<file path="src/rtl/fetch_sequencer.sv">
// Fetch-stage sequencer: owns the PC, loads IF/ID, applies stalls, jump redirects and wrong-path squash.
// Optional feature macro: FETCH_HALT_EN (jump-to-self freezes the sequencer in HALT).
module fetch_sequencer (
  input  logic       Clk,
  input  logic       Reset,
  input  logic       stall,
  input  logic       jump,
  input  logic [7:0] jaddress,
  output logic [7:0] imem_addr,
  input  logic [7:0] imem_data,
  output logic [7:0] ifid_instr,
  output logic [7:0] ifid_pc,
  output logic       ifid_valid,
  output logic       halted
);

  typedef enum logic [1:0] {
    ST_BOOT = 2'd0,
    ST_RUN  = 2'd1,
    ST_HALT = 2'd2
  } state_t;

  state_t     state_r;
  logic [7:0] pc_r;
  logic [7:0] ifid_instr_r;
  logic [7:0] ifid_pc_r;
  logic       ifid_valid_r;
  logic       jump_q_s;
  logic [7:0] target_s;

  // A jump reported against a bubble refers to no real instruction.
  assign jump_q_s = jump & ifid_valid_r;
  assign target_s = ifid_pc_r + jaddress;

  assign imem_addr  = pc_r;
  assign ifid_instr = ifid_instr_r;
  assign ifid_pc    = ifid_pc_r;
  assign ifid_valid = ifid_valid_r;

`ifdef FETCH_HALT_EN
  logic halted_r;
  assign halted = halted_r;
`else
  assign halted = 1'b0;
`endif

  // Sequencer state, PC and IF/ID register.
  always_ff @(posedge Clk) begin
    if (Reset) begin
      state_r      <= ST_BOOT;
      pc_r         <= 8'h00;
      ifid_instr_r <= 8'h00;
      ifid_pc_r    <= 8'h00;
      ifid_valid_r <= 1'b0;
`ifdef FETCH_HALT_EN
      halted_r     <= 1'b0;
`endif
    end else begin
      case (state_r)
        ST_BOOT: begin
          state_r      <= ST_RUN;
          ifid_valid_r <= 1'b0;
        end
        ST_RUN: begin
          if (jump_q_s) begin
`ifdef FETCH_HALT_EN
            if (jaddress == 8'h00) begin
              state_r      <= ST_HALT;
              halted_r     <= 1'b1;
              ifid_valid_r <= 1'b0;
            end else begin
              pc_r         <= target_s;
              ifid_valid_r <= 1'b0;
            end
`else
            pc_r         <= target_s;
            ifid_valid_r <= 1'b0;
`endif
          end else if (stall) begin
            pc_r         <= pc_r;
            ifid_valid_r <= ifid_valid_r;
          end else begin
            ifid_instr_r <= imem_data;
            ifid_pc_r    <= pc_r;
            ifid_valid_r <= 1'b1;
            pc_r         <= pc_r + 8'd1;
          end
        end
        ST_HALT: begin
          pc_r         <= pc_r;
          ifid_valid_r <= 1'b0;
        end
        default: begin
          state_r      <= ST_BOOT;
          ifid_valid_r <= 1'b0;
        end
      endcase
    end
  end

endmodule

</file>
<file path="config.mk">
export PLATFORM = sky130hd
export DESIGN_NAME = fetch_sequencer
export DESIGN_NICKNAME = d
export VERILOG_FILES = /design/src/rtl/fetch_sequencer.sv
export SDC_FILE = /design/constraint.sdc
export NUM_CORES = 1
export LEC_CHECK = 0
export CAP_MARGIN = 15
export CORE_MARGIN = 5
export CORE_UTILIZATION = 40
export CTS_CLUSTER_SIZE = 16
export DETAILED_ROUTE_END_ITERATION = 10
export PLACE_DENSITY = 0.73
export SKIP_LAST_GASP = 1
export SLEW_MARGIN = 40
export SYNTH_ARGS = -nofsm -noshare
export SYNTH_HDL_FRONTEND = slang
export SYNTH_SLANG_ARGS = --single-unit
</file>
<file path="constraint.sdc">
create_clock -name Clk -period 2.7 [get_ports Clk]
set_input_delay 0.54 -clock Clk [delete_from_list [all_inputs] [get_ports Clk]]
set_output_delay 0.54 -clock Clk [all_outputs]
set_load 0.005 [all_outputs]
</file>
Word-level counts from Yosys, hierarchy flattened
Cells that the tools add are included.
{"block": "op_classes", "n_addsub": 2, "eq_ne": 3, "muxes": 3, "n_bitwise": 4, "n_reduce_logical": 5}
{"op": "two-way mux 8 bit", "count": 2}
{"op": "adder 8 x 1 -> 8 bit (second input constant)", "count": 1}
{"op": "adder 8 bit", "count": 1}
{"op": "case mux 2 bit (2 select lines)", "count": 1}
{"op": "inverter 1 bit", "count": 3}
{"op": "AND reduction 3 bit", "count": 1}
{"op": "OR reduction 3 bit", "count": 1}
{"op": "equality test 2 x 1 -> 1 bit (second input constant)", "count": 1}
{"op": "equality test 2 bit (second input constant)", "count": 1}
{"op": "logical NOT 2 bit", "count": 1}
{"op": "!= test 2 x 1 -> 1 bit (second input constant)", "count": 1}
{"op": "AND reduction 2 bit", "count": 1}
{"op": "OR reduction 2 bit", "count": 1}
{"op": "AND 1 bit", "count": 1}
{"block": "totals", "ff_bits": 27, "in_bits": 20, "output_inout_bits": 26, "word_cells": 22}

Logic depth before layout (Yosys ltp)
Gate-level depths: netlist of the first run.
{"block": "logic_depth", "depth_word": 3, "mapped_depth": 8, "depth_no_buf": 8}

Worst setup path after synthesis of the first run
No wires, ideal clock.
{"block": "synth_path", "path_kind": "input-to-reg", "from": "in jaddress[0]", "to": "reg pc_r[6], in the netlist imem_addr[6]", "setup_ns": 0.136, "t_arrival_ns": 1.846, "t_required_ns": 2.564, "path_slack_ns": 0.718, "cell_stages": 8, "n_path_buf": 0, "cell_sequence": "ha_1 -> inv_1 -> fa_1 -> nor2b_1 -> o31a_1 -> nor2_1 -> o311ai_1 -> o311ai_1"}
{"block": "synth_via", "elab_chain_len": 2}
{"item": "start: declaration", "line": "8", "source": "input logic [7:0] jaddress,"}
{"item": "adder 8 bit", "line": "33", "source": "assign target_s = ifid_pc_r + jaddress;"}
{"item": "two-way mux 8 bit", "line": "65", "source": "if (jump_q_s) begin"}
{"item": "end signal: assignment", "line": "76", "source": "pc_r <= target_s;"}
{"item": "end signal: assignment", "line": "80", "source": "pc_r <= pc_r;"}
{"item": "end signal: assignment", "line": "86", "source": "pc_r <= pc_r + 8'd1;"}
{"item": "end: declaration", "line": "24", "source": "logic [7:0] pc_r;"}
Every way passes these cells.
A chain may end at the register's enable or synchronous reset.

Final worst setup path of the first run
Ends and elaborated chain as after synthesis.

==> results.sh, run 1 <==
export IMPL_synth_fa_ha_area_share_pct=8.362
export IMPL_n_antenna_cell=0
export IMPL_wl_um=3717
export IMPL_port_buffers=44
export IMPL_synth_cell_types=41
export IMPL_setup_viol=0
export IMPL_synth_top_family_by_area="simple AND/OR/NAND/NOR gates"
export IMPL_synth_most_common_cell="nand2_1"
export IMPL_synth_compound_area_share_pct=22.56
export IMPL_netlist_area_leader_share_pct=36.24
export IMPL_overflow=0
export IMPL_synth_cells=182
export IMPL_synth_main_ff_cell="dfxtp_1"
export IMPL_synth_edf_count=0
export IMPL_grt_max_degree=17
export IMPL_status="finished, final reports clean"
export IMPL_synth_nets=211
export IMPL_synth_xor_area_share_pct=3.049
export IMPL_die_height_um=69.93
export IMPL_grt_pass1_wl_um=6106
export IMPL_first_global_vias=1348
export IMPL_cap_violations=0
export IMPL_yosysWarningCount=0
export IMPL_wl_per_cell_um=13.67
export IMPL_ys_async_sr_fraction_pct=0
export IMPL_hold_violations=0
export IMPL_drv_slew=0
export IMPL_dr_pass1_iters=4
export IMPL_ys_seq_elements=26
export IMPL_final_util_pct=57.47
export IMPL_antenna_found_initial=0
export IMPL_syn_avg_cell_area_um2=7.892
export IMPL_cts_root_buf="clkbuf_4"
export IMPL_postCtsSetupBuffers=0
export IMPL_rows=21
export IMPL_areaGrowthSynthToFinish_pct=36.67
export IMPL_synth_top_area_cell="dfxtp_1"
export IMPL_max_freq_mhz=445.7
export IMPL_dp_hpwl_um=2830
export IMPL_arrival_ns=2.46
export IMPL_vdd_drop_max_mv=0.2111
export IMPL_crit_fanout=3
export IMPL_drive_gt1_share_pct=4.867
export IMPL_synth_mux_area_share_pct=0
export IMPL_ys_seq_area_share_pct=36.24
export IMPL_critPathCaptureType="register"
export IMPL_place_gp_congestion=0.8369
export IMPL_start_util_pct=42.05
export IMPL_cts_tree="built"
export IMPL_yosys_top_cells_count="nand2_1 (40), dfxtp_1 (26), a21oi_1 (21)"
export IMPL_drc=0
export IMPL_clock_sinks=26
export IMPL_clockBufferDepth=2
export IMPL_synthSimpleGateAreaFrac_pct=23.69
export IMPL_clock_latency_ns=0.32
export IMPL_skew_ns=0.001279
export IMPL_finalNetCount=256
export IMPL_cts_hold_buf=0
export IMPL_fp_dieW_um=69.93
export IMPL_tns_ns=0
export IMPL_cts_resized=0
export IMPL_rsz0062_at_grt="no"
export IMPL_ctsHtreeMaxLevel=1
export IMPL_path_class="in -> reg"
export IMPL_core_area_um2=3416
export IMPL_ios=46
export IMPL_vias_per_cell=5.338
export IMPL_initialDrtViolationCount=76
export IMPL_synthTopCellsByArea="dfxtp_1 (36%), nand2_1 (10%), a21oi_1 (7.3%)"
export IMPL_track_usage_pct=15.07
export IMPL_crit_path_start_kind="input port"
export IMPL_required_ns=2.91
export IMPL_fin_crit_ns=2.243
export IMPL_design_die_area_um2=4890
export IMPL_synth_area_um2=1436
export IMPL_fin_crit_sh_pct=83.09
export IMPL_clkTransAtPathRegs_ns=0.15
export IMPL_final_antenna_net_count=0
export IMPL_power_density_nw_per_um2=416.8
export IMPL_cts_made_buffers=3
export IMPL_min_path_type="reg -> reg"
export IMPL_vias=1452
export IMPL_leakagePower_nw=0.7097
==> cell type report <==
type / count / area, um^2
Inverter: 6 / 22.52
Sequential cell: 26 / 520.5
Timing Repair Buffer: 49 / 478.0
Fill cell: 320 / 1453
Multi-Input combinational cell: 141 / 832.0
Clock inverter: 1 / 30.03
Tap cell: 46 / 57.56
Clock buffer: 3 / 22.52
==> cells in the final DEF, fill, tap and decap left out, drive strengths merged, types with 5 or more instances in the layout <==
| master | n |
|---|---|
| buf | 5 |
| a31oi | 5 |
| nor2 | 11 |
| clkdlybuf4s50 | 44 |
| a211oi | 5 |
| a21oi | 21 |
| ha | 8 |
| nand2 | 40 |
| dfxtp | 26 |
| nand3 | 7 |
| o21ai | 10 |
| inv | 6 |
==> per-stage QoR <==
stage	setup WS [ns]	hold WS, ns	total power, W	cells	cell area [um^2]
final	0.4565	0.4647	0.0008182	272	1963
after global routing	0.3254	0.4863	0.0008556	272	1963
after CTS	0.4498	0.4689	0.0008242	272	1963
after detailed placement	0.09984	0.4495	0.0005547	268	1911
after global placement	0.1756	0.4443	0.0005539	268	1911
after floorplan	0.7178	0.4527	0.0004825	182	1436
==> path summary, 6_finish.rpt <==
kind | from | endpoint | slack [ns] | cells past startpoint
hold reg to reg | ifid_instr[5]$_SDFFE_PP0P_ | ifid_instr[5]$_SDFFE_PP0P_ | 0.46 | 2
hold / removal | ifid_instr[5]$_SDFFE_PP0P_ | ifid_instr[5]$_SDFFE_PP0P_ | 0.46 | 2
setup / recovery | jaddress[0] | imem_addr[6]$_SDFFE_PP0P_ | 0.46 | 9
setup reg to reg | ifid_pc[0]$_SDFFE_PP0P_ | imem_addr[6]$_SDFFE_PP0P_ | 0.69 | 8
==> report_power, final <==
group	total, W	switching, W	internal, W
Combinational	0.000133	0.0000592	0.0000738
Clock	0.000272	0.000122	0.000150
Sequential	0.000413	0.0000156	0.000397
Total	0.000818	0.000197	0.000621
==> routing by layer <==
| layer | vias to the layer above | GRT usage (%) | share of wire [%] |
|---|---|---|---|
| li1 | 733 | - | - |
| met1 | 684 | 19.88 | 47 |
| met2 | 29 | 24.34 | 47 |
| met3 | 6 | 2.296 | 4.2 |
| met4 | 0 | 6.383 | 1.6 |
| met5 | - | 0 | 0 |
==> critical path, cell delays in order <==
cell and delay (ns):
clkdlybuf4s50_1 0.46, ha_1 0.18, inv_1 0.06, fa_1 0.39, nor2b_1 0.16, o31a_1 0.18, nor2_1 0.06, o311ai_1 0.28
o311ai_1 0.14
==> sequential cells by signal, indices dropped and copies added, names as in the netlist <==
signal,count
state_r,1
ifid_pc,8
ifid_instr,8
ifid_valid,1
imem_addr,8
==> cell families after synthesis <==
kind of cell               Yosys count
and+or+nand+nor                     74
AOI/OAI and AO/OA                   52
DFF                                 26
buffers and inverters               15
adders and majority gates            9
xor gates and xnor gates             5
other                                1
No activity file was read; power rests on OpenSTA's default activity.
==> inputs of run 2 (changes only) <==
==> constraint.sdc (replaced) <==
create_clock -name Clk -period 2.35 [get_ports Clk]
set_input_delay 0.47 -clock Clk [delete_from_list [all_inputs] [get_ports Clk]]
set_output_delay 0.47 -clock Clk [all_outputs]
set_load 0.005 [all_outputs]
==> run 2 against run 1 <==
  * Critical path depth stayed put
  * Routed wire length is 2.6% higher
  * First-iteration DRC count is 62% higher
  * Hold slack hardly changed
  * Global-route usage is 0.58 points higher
  * Register-to-register slack worse by 0.35 ns
  * Non-clock buffer count is 4 higher
  * Final cell count is 1.5% higher
  * Die area stayed put
  * Sequential power is 15% higher
  * Cell area is 1.5% higher
  * Sequential share of layout area is 0.40 points lower
  * Largest power group unchanged
==> results.sh, run 2 (same netlist as run 1, synthesis figures left out) <==
export IMPL_grt_pass1_wl_um=6368
export IMPL_dp_hpwl_um=2769
export IMPL_placed_cells=272
export IMPL_finalInstanceArea_um2=1993
export IMPL_max_freq_mhz=449.0
export IMPL_overflow=0
export IMPL_status="finished, final reports clean"
export IMPL_tns_ns=0
export IMPL_areaGrowthSynthToFinish_pct=38.76
export IMPL_cts_root_buf="clkbuf_4"
export IMPL_cts_tree="built"
export IMPL_crit_slowest_cell="clkdlybuf4s50_1"
export IMPL_final_common_cell="clkdlybuf4s50_1"
export IMPL_dr_pass1_iters=4
export IMPL_skew_ns=0.002369
export IMPL_core_area_um2=3416
export IMPL_cts_made_buffers=3
export IMPL_postCtsSetupBuffers=0
export IMPL_clockBufferDepth=2
export IMPL_final_antenna_net_count=0
export IMPL_hold_violations=0
export IMPL_min_path_type="reg -> reg"
export IMPL_ctsHtreeMaxLevel=1
export IMPL_fin_crit_sh_pct=94.77
export IMPL_finalNetCount=260
export IMPL_multi_input_area_um2=832.0
export IMPL_antenna_found_initial=0
export IMPL_cap_violations=0
export IMPL_fin_crit_ns=2.227
export IMPL_fill_cells=336
export IMPL_cts_resized=0
export IMPL_critPathMaxStageDelay_ns=0.48
export IMPL_place_gp_congestion=0.8151
export IMPL_grt_max_degree=24
export IMPL_port_buffers=44
export IMPL_leakagePower_nw=0.7284
export IMPL_rsz0062_at_grt="no"
export IMPL_track_usage_pct=15.66
export IMPL_r2r_cells=8
export IMPL_rows=21
export IMPL_arrival_ns=2.44
export IMPL_drv_slew=0
export IMPL_vdd_drop_max_mv=0.2222
export IMPL_drc=0
export IMPL_fp_dieW_um=69.93
export IMPL_final_cells=276
export IMPL_min_path_cells=2
export IMPL_start_util_pct=42.05
export IMPL_n_antenna_cell=0
export IMPL_drive_gt1_share_pct=6.522
export IMPL_die_height_um=69.93
export IMPL_vias_per_cell=5.283
export IMPL_crit_fanout=3
export IMPL_clkTransAtPathRegs_ns=0.15
export IMPL_cts_hold_buf=0
export IMPL_crit_path_start_kind="input port"
export IMPL_clock_latency_ns=0.32
export IMPL_ios=46
export IMPL_vias=1458
export IMPL_clock_sinks=26
export IMPL_wl_um=3815
export IMPL_design_die_area_um2=4890
export IMPL_power_density_nw_per_um2=473.3
export IMPL_layout_common_cells="clkdlybuf4s50_1 (44), nand2_1 (40), dfxtp_1 (26), a21oi_1 (21), nor2_1 (10)"
export IMPL_path_common_cell="o311ai_1"
export IMPL_ff_latch_area_um2=520.5
export IMPL_required_ns=2.56
export IMPL_path_class="in -> reg"
export IMPL_initialDrtViolationCount=123
export IMPL_critPathCaptureType="register"
export IMPL_setup_viol=0
export IMPL_placed_cell_area_um2=1941
export IMPL_wl_per_cell_um=13.82
export IMPL_first_global_vias=1387
export IMPL_path_cells="clkdlybuf4s50_1, ha_1, inv_1, fa_1, nor2b_1, o31a_1, nor2_1, o311ai_1, o311ai_1"
export IMPL_final_util_pct=58.35
[run 2: cell count changes in the layout (fill, tap and decap cells not counted)]
cell and change:
buf_4 +4
[run 2: per-stage QoR]
step	worst slack, ns	power (W)	hold WS [ns]
2_1_floorplan	0.4378	0.0005543	0.4527
3_3_place_gp	-0.08895	0.0006395	0.4423
3_5_place_dp	-0.2009	0.0006398	0.4461
4_1_cts	0.1238	0.0009500	0.4677
5_1_grt	0.03752	0.0009874	0.4900
6_report	0.1230	0.0009433	0.4645
[run 2: routing by layer]
| layer | track usage, % | share of wire, % |
|---|---|---|
| met1 | 20.56 | 47 |
| met5 | 0 | 0 |
| met2 | 26.65 | 48 |
| met4 | 4.894 | 1.1 |
| met3 | 1.865 | 3.8 |
[run 2: path summary, 6_finish.rpt]
check	from	slack, ns	to
hold / removal	ifid_instr[6]$_SDFFE_PP0P_	0.46	ifid_instr[6]$_SDFFE_PP0P_
setup / recovery	jaddress[0]	0.12	imem_addr[6]$_SDFFE_PP0P_
setup reg to reg	ifid_pc[0]$_SDFFE_PP0P_	0.34	imem_addr[6]$_SDFFE_PP0P_
hold reg to reg	ifid_instr[6]$_SDFFE_PP0P_	0.46	ifid_instr[6]$_SDFFE_PP0P_
[run 2: critical path: cells and delay by family]
family                     cells  cell delay (ns)
buffers and inverters          2             0.54
adders and majority gates      2             0.58
AOI/OAI and AO/OA              3             0.62
and+or+nand+nor                2             0.23
[run 2: where the power goes]
group | switching [W] | internal [W] | total [W]
Sequential | 0.0000177 | 0.000457 | 0.000474
Clock | 0.000141 | 0.000172 | 0.000313
Combinational | 0.0000691 | 0.0000868 | 0.000156
Total | 0.000227 | 0.000716 | 0.000943
[run 2: area by class of cell]
cell class                 count  share of cell area, %
sequential                    26                  26.11
clock buffer                   3                  1.130
tap                           46                  2.888
clock inverter                 1                  1.507
multi-input combinational    141                  41.75
inverter                       6                  1.130
timing repair buffer          53                  25.49
==> inputs of run 3 (changes only) <==
--- a/config.mk
+++ b/config.mk
@@ -10,7 +10,7 @@
 export CORE_UTILIZATION = 40
 export CTS_CLUSTER_SIZE = 16
 export DETAILED_ROUTE_END_ITERATION = 10
-export PLACE_DENSITY = 0.73
+export PLACE_DENSITY = 0.78
 export SKIP_LAST_GASP = 1
 export SLEW_MARGIN = 40
 export SYNTH_ARGS = -nofsm -noshare
==> run 3 against run 2 <==
  * Clock power fell by 27%
  * Worst setup slack improved by 0.11 ns
  * Final cell count did not move
  * Clock-buffer cell count rose by 1
  * First-iteration DRC count fell by 33%
  * Clock skew rose by 0.0029 ns
  * Combinational power barely moved
==> results.sh, run 3 (same netlist as run 1, synthesis figures left out) <==
export IMPL_status="finished, final reports clean"
export IMPL_final_antenna_net_count=0
export IMPL_first_global_vias=1303
export IMPL_ios=46
export IMPL_cts_resized=0
export IMPL_track_usage_pct=15.19
export IMPL_clock_latency_ns=0.32
export IMPL_cap_violations=0
export IMPL_setup_viol=0
export IMPL_leakagePower_nw=0.7215
export IMPL_r2r_cells=8
export IMPL_start_util_pct=42.05
export IMPL_clockBufferDepth=2
export IMPL_fin_crit_ns=2.118
export IMPL_dr_pass1_iters=4
export IMPL_hold_violations=0
export IMPL_cts_made_buffers=3
export IMPL_fp_dieW_um=69.93
export IMPL_vias_per_cell=5.239
export IMPL_fin_crit_sh_pct=90.14
export IMPL_crit_fanout=3
export IMPL_skew_ns=0.005228
export IMPL_port_buffers=44
export IMPL_antenna_found_initial=0
export IMPL_dp_hpwl_um=2866
export IMPL_die_height_um=69.93
export IMPL_vias=1446
export IMPL_crit_path_start_kind="input port"
export IMPL_drv_slew=0
export IMPL_min_path_type="reg -> reg"
export IMPL_final_common_cell="clkdlybuf4s50_1"
export IMPL_wl_um=3785
export IMPL_wl_per_cell_um=13.71
export IMPL_ctsHtreeMaxLevel=1
export IMPL_clkTransAtPathRegs_ns=0.14
export IMPL_clock_sinks=26
export IMPL_vdd_drop_max_mv=0.3450
export IMPL_grt_max_degree=24
export IMPL_areaGrowthSynthToFinish_pct=37.63
export IMPL_power_w=0.0008595
export IMPL_n_antenna_cell=0
export IMPL_rsz0062_at_grt="no"
export IMPL_cts_tree="built"
export IMPL_rows=21
export IMPL_fill_cells=315
export IMPL_required_ns=2.56
export IMPL_arrival_ns=2.33
export IMPL_cts_hold_buf=0
export IMPL_final_util_pct=57.88
export IMPL_design_die_area_um2=4890
export IMPL_path_class="in -> reg"
export IMPL_layout_common_cells="clkdlybuf4s50_1 (44), nand2_1 (40), dfxtp_1 (26), a21oi_1 (21), nor2_1 (10)"
export IMPL_critPathCaptureType="register"
export IMPL_drc=0
export IMPL_cts_root_buf="clkbuf_4"
export IMPL_power_density_nw_per_um2=434.8
export IMPL_initialDrtViolationCount=83
export IMPL_max_freq_mhz=472.1
export IMPL_postCtsSetupBuffers=0
export IMPL_finalNetCount=260
export IMPL_place_gp_congestion=0.8253
export IMPL_core_area_um2=3416
export IMPL_grt_pass1_wl_um=6099
export IMPL_overflow=0
export IMPL_drive_gt1_share_pct=6.522
export IMPL_min_path_cells=2
[run 3: changes by cell type in the layout (fill, tap and decap cells not counted)]
cell / delta
clkbuf_8: +1
bufinv_16: -1
[run 3: cell type report]
class	instances	area (um^2)	area share, %
Clock buffer	4	36.28	1.835
Multi-Input combinational cell	141	832.0	42.09
Timing Repair Buffer	53	508.0	25.70
Tap cell	46	57.56	2.911
Sequential cell	26	520.5	26.33
Inverter	6	22.52	1.139
[run 3: power breakdown]
part,internal [W],switching [W]
clock network,0.0000949,0.000134
registers,0.000457,0.0000182
logic,0.0000869,0.0000693
total,0.000638,0.000221
[run 3: per-layer routing]
metal / vias up / GRT usage, % / routed length, um
li1: 740 / - / -
met1: 656 / 19.02 / 1639
met2: 44 / 25.60 / 1885
met3: 6 / 3.874 / 201
met4: 0 / 4.468 / 59
met5: - / 0 / 0
[run 3: worst paths after layout]
check | start | endpoint | slack (ns)
worst max-delay path | jaddress[0] | imem_addr[6]$_SDFFE_PP0P_ | 0.23
worst min-delay path | ifid_instr[2]$_SDFFE_PP0P_ | ifid_instr[2]$_SDFFE_PP0P_ | 0.46
worst max register to register | ifid_pc[0]$_SDFFE_PP0P_ | imem_addr[6]$_SDFFE_PP0P_ | 0.42
worst min register to register | ifid_instr[2]$_SDFFE_PP0P_ | ifid_instr[2]$_SDFFE_PP0P_ | 0.46
[run 3: stage by stage]
stage               cell area [um^2]  setup slack (ns)  hold slack [ns]  setup TNS (ns)  std cells
floorplan                       1436            0.4378           0.4527               0        182
global route                    1977            0.1647           0.4849               0        276
global placement                1941          -0.08250           0.4419        -0.08250        272
detailed placement              1941           -0.1214           0.4500         -0.1214        272
CTS                             1977            0.2351           0.4689               0        276
finish                          1977            0.2317           0.4649               0        276
[run 3: critical path: stages]
cell and delay [ns]:
clkdlybuf4s50_1 0.46, ha_1 0.18, inv_1 0.06, fa_1 0.38
nor2b_1 0.15, o31a_1 0.18, nor2_1 0.06, o311ai_1 0.26
o311ai_1 0.13
==> RTL edit 1, RTL diff (settings of run 2) <==
Encoding of `state_t`: now one-hot (3 bits for 3 states).
--- a/src/rtl/fetch_sequencer.sv
+++ b/src/rtl/fetch_sequencer.sv
@@ -14,10 +14,10 @@
   output logic       halted
 );
 
-  typedef enum logic [1:0] {
-    ST_BOOT = 2'd0,
-    ST_RUN  = 2'd1,
-    ST_HALT = 2'd2
+  typedef enum logic [2:0] {
+    ST_BOOT = 3'b001,
+    ST_RUN  = 3'b010,
+    ST_HALT = 3'b100
   } state_t;
 
   state_t     state_r;
Check against the original RTL: no difference found for any inputs over 10 cycles, from zero or initial values and one cycle with Reset high; not proved beyond that.
==> RTL edit 1 against run 2 <==
  * Routed wire length is 2.1% lower
  * Sequential cell count is 1 higher
  * Count of clock-buffer cells in the layout stayed put
  * Critical path depth stayed put
  * Area after synthesis is 3.2% higher
  * Total power is 7.5% lower
  * Final area is 3.1% higher
  * Setup slack better by 120 ps
  * Critical path type unchanged
==> RTL edit 1: results (changes against run 2) <==
| Metric | Value |
|---|---|
| Post-synthesis net count | 214 (was 211) |
| Pin count of the biggest net entering global routing | 17 (was 24) |
| Startpoint of the worst hold path | ifid_instr[1]$_SDFFE_PP0P_ (was ifid_instr[6]$_SDFFE_PP0P_) |
| Num sequential | 27 (was 26) |
| Via count of the first global-routing pass | 1384 (was 1387) |
| Share of total power consumed by net switching | 24.7% (was 24.1%) |
| Synthesized area per cell | 8.01 um^2 (was 7.89 um^2) |
| Multi-input gate share of the layout cell area | 41.1% (was 41.7%) |
| Period Utilization, post-route | 89.7% (was 94.8%) |
| Static Leakage | 0.733 nW (was 0.728 nW) |
| Proportion of final cell area spent on non-clock buffers | 25.8% (was 25.5%) |
| Largest stage delay, worst path | 460 ps (was 480 ps) |
| Combined flip-flop and latch cell area | 541 um^2 (was 520 um^2) |
| Cell types with the highest counts after synthesis | sky130_fd_sc_hd__nand2_1 (39), sky130_fd_sc_hd__dfxtp_1 (27), sky130_fd_sc_hd__a21oi_1 (26) (was sky130_fd_sc_hd__nand2_1 (40), sky130_fd_sc_hd__dfxtp_1 (26), sky130_fd_sc_hd__a21oi_1 (21)) |
| Max VDD drop | 0.268 mV (was 0.222 mV) |
| Critical path fanouts, max | 2 (was 3) |
| Cell area reported after detailed placement | 2010 um^2 (was 1940 um^2) |
| Multi-input combinational cell count | 140 (was 141) |
| Placed cell count | 279 (was 272) |
| Critical path data arrival time | 2270 ps (was 2440 ps) |
| Routability Congestion | 0.806 (was 0.815) |
| Layout inverter count without the clock tree | 8 (was 6) |
| Non-clock buffer count | 56 (was 53) |
| Endpoint of the worst hold path | ifid_instr[1]$_SDFFE_PP0P_ (was ifid_instr[6]$_SDFFE_PP0P_) |
| Vias/cell | 5.19 (was 5.28) |
| Top cell family by delay on the critical path | adder cells (was compound AO/OA/AOI/OAI gates) |
| Half-perimeter wire length of the detailed placement result | 2.86 mm (was 2.77 mm) |
| Final design area excluding fillers | 2060 um^2 (was 1990 um^2) |
| GRT Resource Usage Total | 15.4% (was 15.7%) |
| Top area cells in the synthesized netlist | sky130_fd_sc_hd__dfxtp_1 (36%), sky130_fd_sc_hd__nand2_1 (9.9%), sky130_fd_sc_hd__a21oi_1 (8.8%) (was sky130_fd_sc_hd__dfxtp_1 (36%), sky130_fd_sc_hd__nand2_1 (10%), sky130_fd_sc_hd__a21oi_1 (7.3%)) |
| Skew final | 2.35 ps (was 2.37 ps) |
| Vias | 1468 (was 1458) |
| Fraction of final layout cells sized beyond drive strength 1 | 8.51% (was 6.52%) |
| Outcome | finished, final reports clean (unchanged) |
| Clock Tree Root | sky130_fd_sc_hd__clkbuf_8 (was sky130_fd_sc_hd__clkbuf_4) |
| Number of nets at the end of the flow | 265 (was 260) |
| Filler instances | 362 (was 336) |
| DR iter-0 viols | 96 (was 123) |
| Wire length after detailed routing | 3.73 mm (was 3.82 mm) |
| Min Hold Slack | 458 ps (was 464 ps) |
## RTL edit 1: cell count changes after synthesis, sizes merged, moves of 3 or more
cell / delta
a31oi: -3
a21oi: +6
clkbuf: +3
o21ai: -4
nand3: -3
nor3: +3
o311ai: -3
nand2b: +3
## RTL edit 1: layer usage
layer / track usage (%) / share of wire (%) / up-vias
met5: 0 / 0 / -
met4: 4.80 / 1.1 / 0
met3: 2.41 / 5.8 / 6
met2: 25.1 / 48 / 38
met1: 21.0 / 45 / 674
li1: - / - / 750
## RTL edit 1: worst max path at each step
stage | start | endpoint | cells past startpoint
2_1_floorplan | jaddress[0] | imem_addr[6]$_SDFFE_PP0P_ | 8
3_3_place_gp | jaddress[0] | imem_addr[6]$_SDFFE_PP0P_ | 9
3_5_place_dp | jaddress[0] | imem_addr[6]$_SDFFE_PP0P_ | 9
4_1_cts | jaddress[0] | imem_addr[6]$_SDFFE_PP0P_ | 9
5_1_grt | jaddress[0] | imem_addr[4]$_SDFFE_PP0P_ | 9
6_report | jaddress[0] | imem_addr[6]$_SDFFE_PP0P_ | 9
## RTL edit 1: cells by family after synthesis
group / Yosys count / synth area share (%)
DFF: 27 / 36.5
xor gates and xnor gates: 5 / 2.95
AOI/OAI and AO/OA: 52 / 21.7
adders and majority gates: 9 / 8.10
other: 1 / 0.253
buffers and inverters: 18 / 6.50
and+or+nand+nor: 72 / 23.4
muxes: 1 / 0.675
## RTL edit 1: power groups by stage
stage | registers (W) | clock network (W) | logic (W)
2_1_floorplan | 0.000487 | 0 | 0.0000626
3_3_place_gp | 0.000487 | 0 | 0.000123
3_5_place_dp | 0.000488 | 0 | 0.000123
4_1_cts | 0.000477 | 0.000282 | 0.000124
5_1_grt | 0.000479 | 0.000297 | 0.000136
6_report | 0.000477 | 0.000272 | 0.000123
==> RTL edit 2, RTL diff (config.mk and constraints of run 2) <==
Made on the original files. The option `FETCH_HALT_EN` is turned on by a define.
--- a/src/rtl/fetch_sequencer.sv
+++ b/src/rtl/fetch_sequencer.sv
@@ -1,5 +1,7 @@
 // Fetch-stage sequencer: owns the PC, loads IF/ID, applies stalls, jump redirects and wrong-path squash.
 // Optional feature macro: FETCH_HALT_EN (jump-to-self freezes the sequencer in HALT).
+`define FETCH_HALT_EN
+
 module fetch_sequencer (
   input  logic       Clk,
   input  logic       Reset,
Formal check against the unedited RTL: not equivalent (Yosys sat finds a counterexample within 4 cycles, from zero or initial values and one cycle with Reset high).
==> RTL edit 2 against run 2 <==
  * Setup slack improved by 65 ps
  * Synthesized cell count grew 4.9%
  * Clock power rose by 21%
  * Global-route usage is 0.37 points higher
  * Routed wire length rose by 8.2%
  * Final area up 12%
  * Non-clock buffer count grew 7
  * Worst hold slack worse by 8.0 ps
  * Sequential cell count is 2 higher
  * Area after synthesis grew 9.5%
  * Register-to-register slack improved by 160 ps
  * Total power rose by 12%
==> RTL edit 2: results (changes against run 2) <==
| Metric | Value |
|---|---|
| Port Buffers | 45 (was 44) |
| Top area cells in the synthesized netlist | sky130_fd_sc_hd__dfxtp_1 (36%), sky130_fd_sc_hd__nand2_1 (9.3%), sky130_fd_sc_hd__a21oi_1 (8.6%) (was sky130_fd_sc_hd__dfxtp_1 (36%), sky130_fd_sc_hd__nand2_1 (10%), sky130_fd_sc_hd__a21oi_1 (7.3%)) |
| Total clock sinks | 28 (was 26) |
| Multi-input combinational cell count | 149 (was 141) |
| Area grow syn2layout | 42.2% (was 38.8%) |
| Global-route wire length before repair | 6.84 mm (was 6.37 mm) |
| GRT Resource Usage Total | 16.0% (was 15.7%) |
| Buffer levels on the longest clock path | 2 (unchanged) |
| Filler instances | 364 (was 336) |
| Post-DR wirelength/cell | 14.0 um (was 13.8 um) |
| Cell area reported after detailed placement | 2160 um^2 (was 1940 um^2) |
| Via count of the first global-routing pass | 1503 (was 1387) |
| Vias/cell | 5.35 (was 5.28) |
| Clock slew seen by the registers of the worst setup and hold paths | 100 ps (was 150 ps) |
| Proportion of final cell area spent on non-clock buffers | 25.7% (was 25.5%) |
| Placement Rows | 22 (was 21) |
| Multi-input gate area in the final layout | 946 um^2 (was 832 um^2) |
| Non-clock buffer count | 60 (was 53) |
| Syn Inst Count | 191 (was 182) |
| DR iter-0 viols | 62 (was 123) |
| Distinct cells, synth | 50 (was 41) |
| Pin count of the biggest net entering global routing | 17 (was 24) |
| Combined flip-flop and latch cell area | 561 um^2 (was 520 um^2) |
| Post-synthesis net count | 220 (was 211) |
| Vias | 1578 (was 1458) |
| Share of synthesized area occupied by flip-flops and latches | 35.6% (was 36.2%) |
| Clk_lat worst skew | 270 ps (was 320 ps) |
| Max VDD drop | 0.363 mV (was 0.222 mV) |
| Setup WS pre-CTS | -70.0 ps (was -201 ps) |
| Routability Congestion | 0.829 (was 0.815) |
| Clock Tree Root | sky130_fd_sc_hd__clkbuf_8 (was sky130_fd_sc_hd__clkbuf_4) |
| Actual transition at the worst max-transition pin | between 500 and 600 ps |
| Total power density per cell area | 472 nW/um^2 (was 473 nW/um^2) |
| Outcome | finished, final reports clean (unchanged) |
| Combinational gate power | 0.000174 W (was 0.000156 W) |
| GR Layer Usage met3 | 4.82% (was 1.87%) |
| Met3 wire len | 364 um (was 145 um) |
| Skew final | 3.15 ps (was 2.37 ps) |
| Half-perimeter wire length of the detailed placement result | 3.17 mm (was 2.77 mm) |
| Cell types with the highest counts after synthesis | sky130_fd_sc_hd__nand2_1 (39), sky130_fd_sc_hd__dfxtp_1 (28), sky130_fd_sc_hd__a21oi_1 (27) (was sky130_fd_sc_hd__nand2_1 (40), sky130_fd_sc_hd__dfxtp_1 (26), sky130_fd_sc_hd__a21oi_1 (21)) |
| GRT met2 Usage | 25.9% (was 26.7%) |
| Fraction of final layout cells sized beyond drive strength 1 | 11.3% (was 6.52%) |
| GR Util met1 | 20.3% (was 20.6%) |
| Static Leakage | 0.812 nW (was 0.728 nW) |
| Clock network contribution to total cell area | 3.19% (was 2.64%) |
| Placed cell count | 291 (was 272) |
## RTL edit 2: logic make-up (layout without fill, tap and decap cells)
family          after synthesis  in the layout  share of synthesized area [%]
simple gates                 78             78                           25.9
compound gates               58             58                           24.3
flops                        28             28                           35.6
buf+inv                      14             70                           4.22
fa+ha+maj                     9              9                           7.64
xor+xnor                      3              3                           1.67
mux                           1              1                          0.636
## RTL edit 2: final timing paths
check,slack [ps],end,cells after the start,startpoint
max,190,imem_addr[4]$_SDFFE_PP0P_,9,jaddress[0]
min,460,ifid_instr[3]$_SDFFE_PP0P_,2,ifid_instr[3]$_SDFFE_PP0P_
max reg2reg,500,imem_addr[4]$_SDFFE_PP0P_,8,ifid_pc[0]$_SDFFE_PP0P_
min reg2reg,460,ifid_instr[3]$_SDFFE_PP0P_,2,ifid_instr[3]$_SDFFE_PP0P_
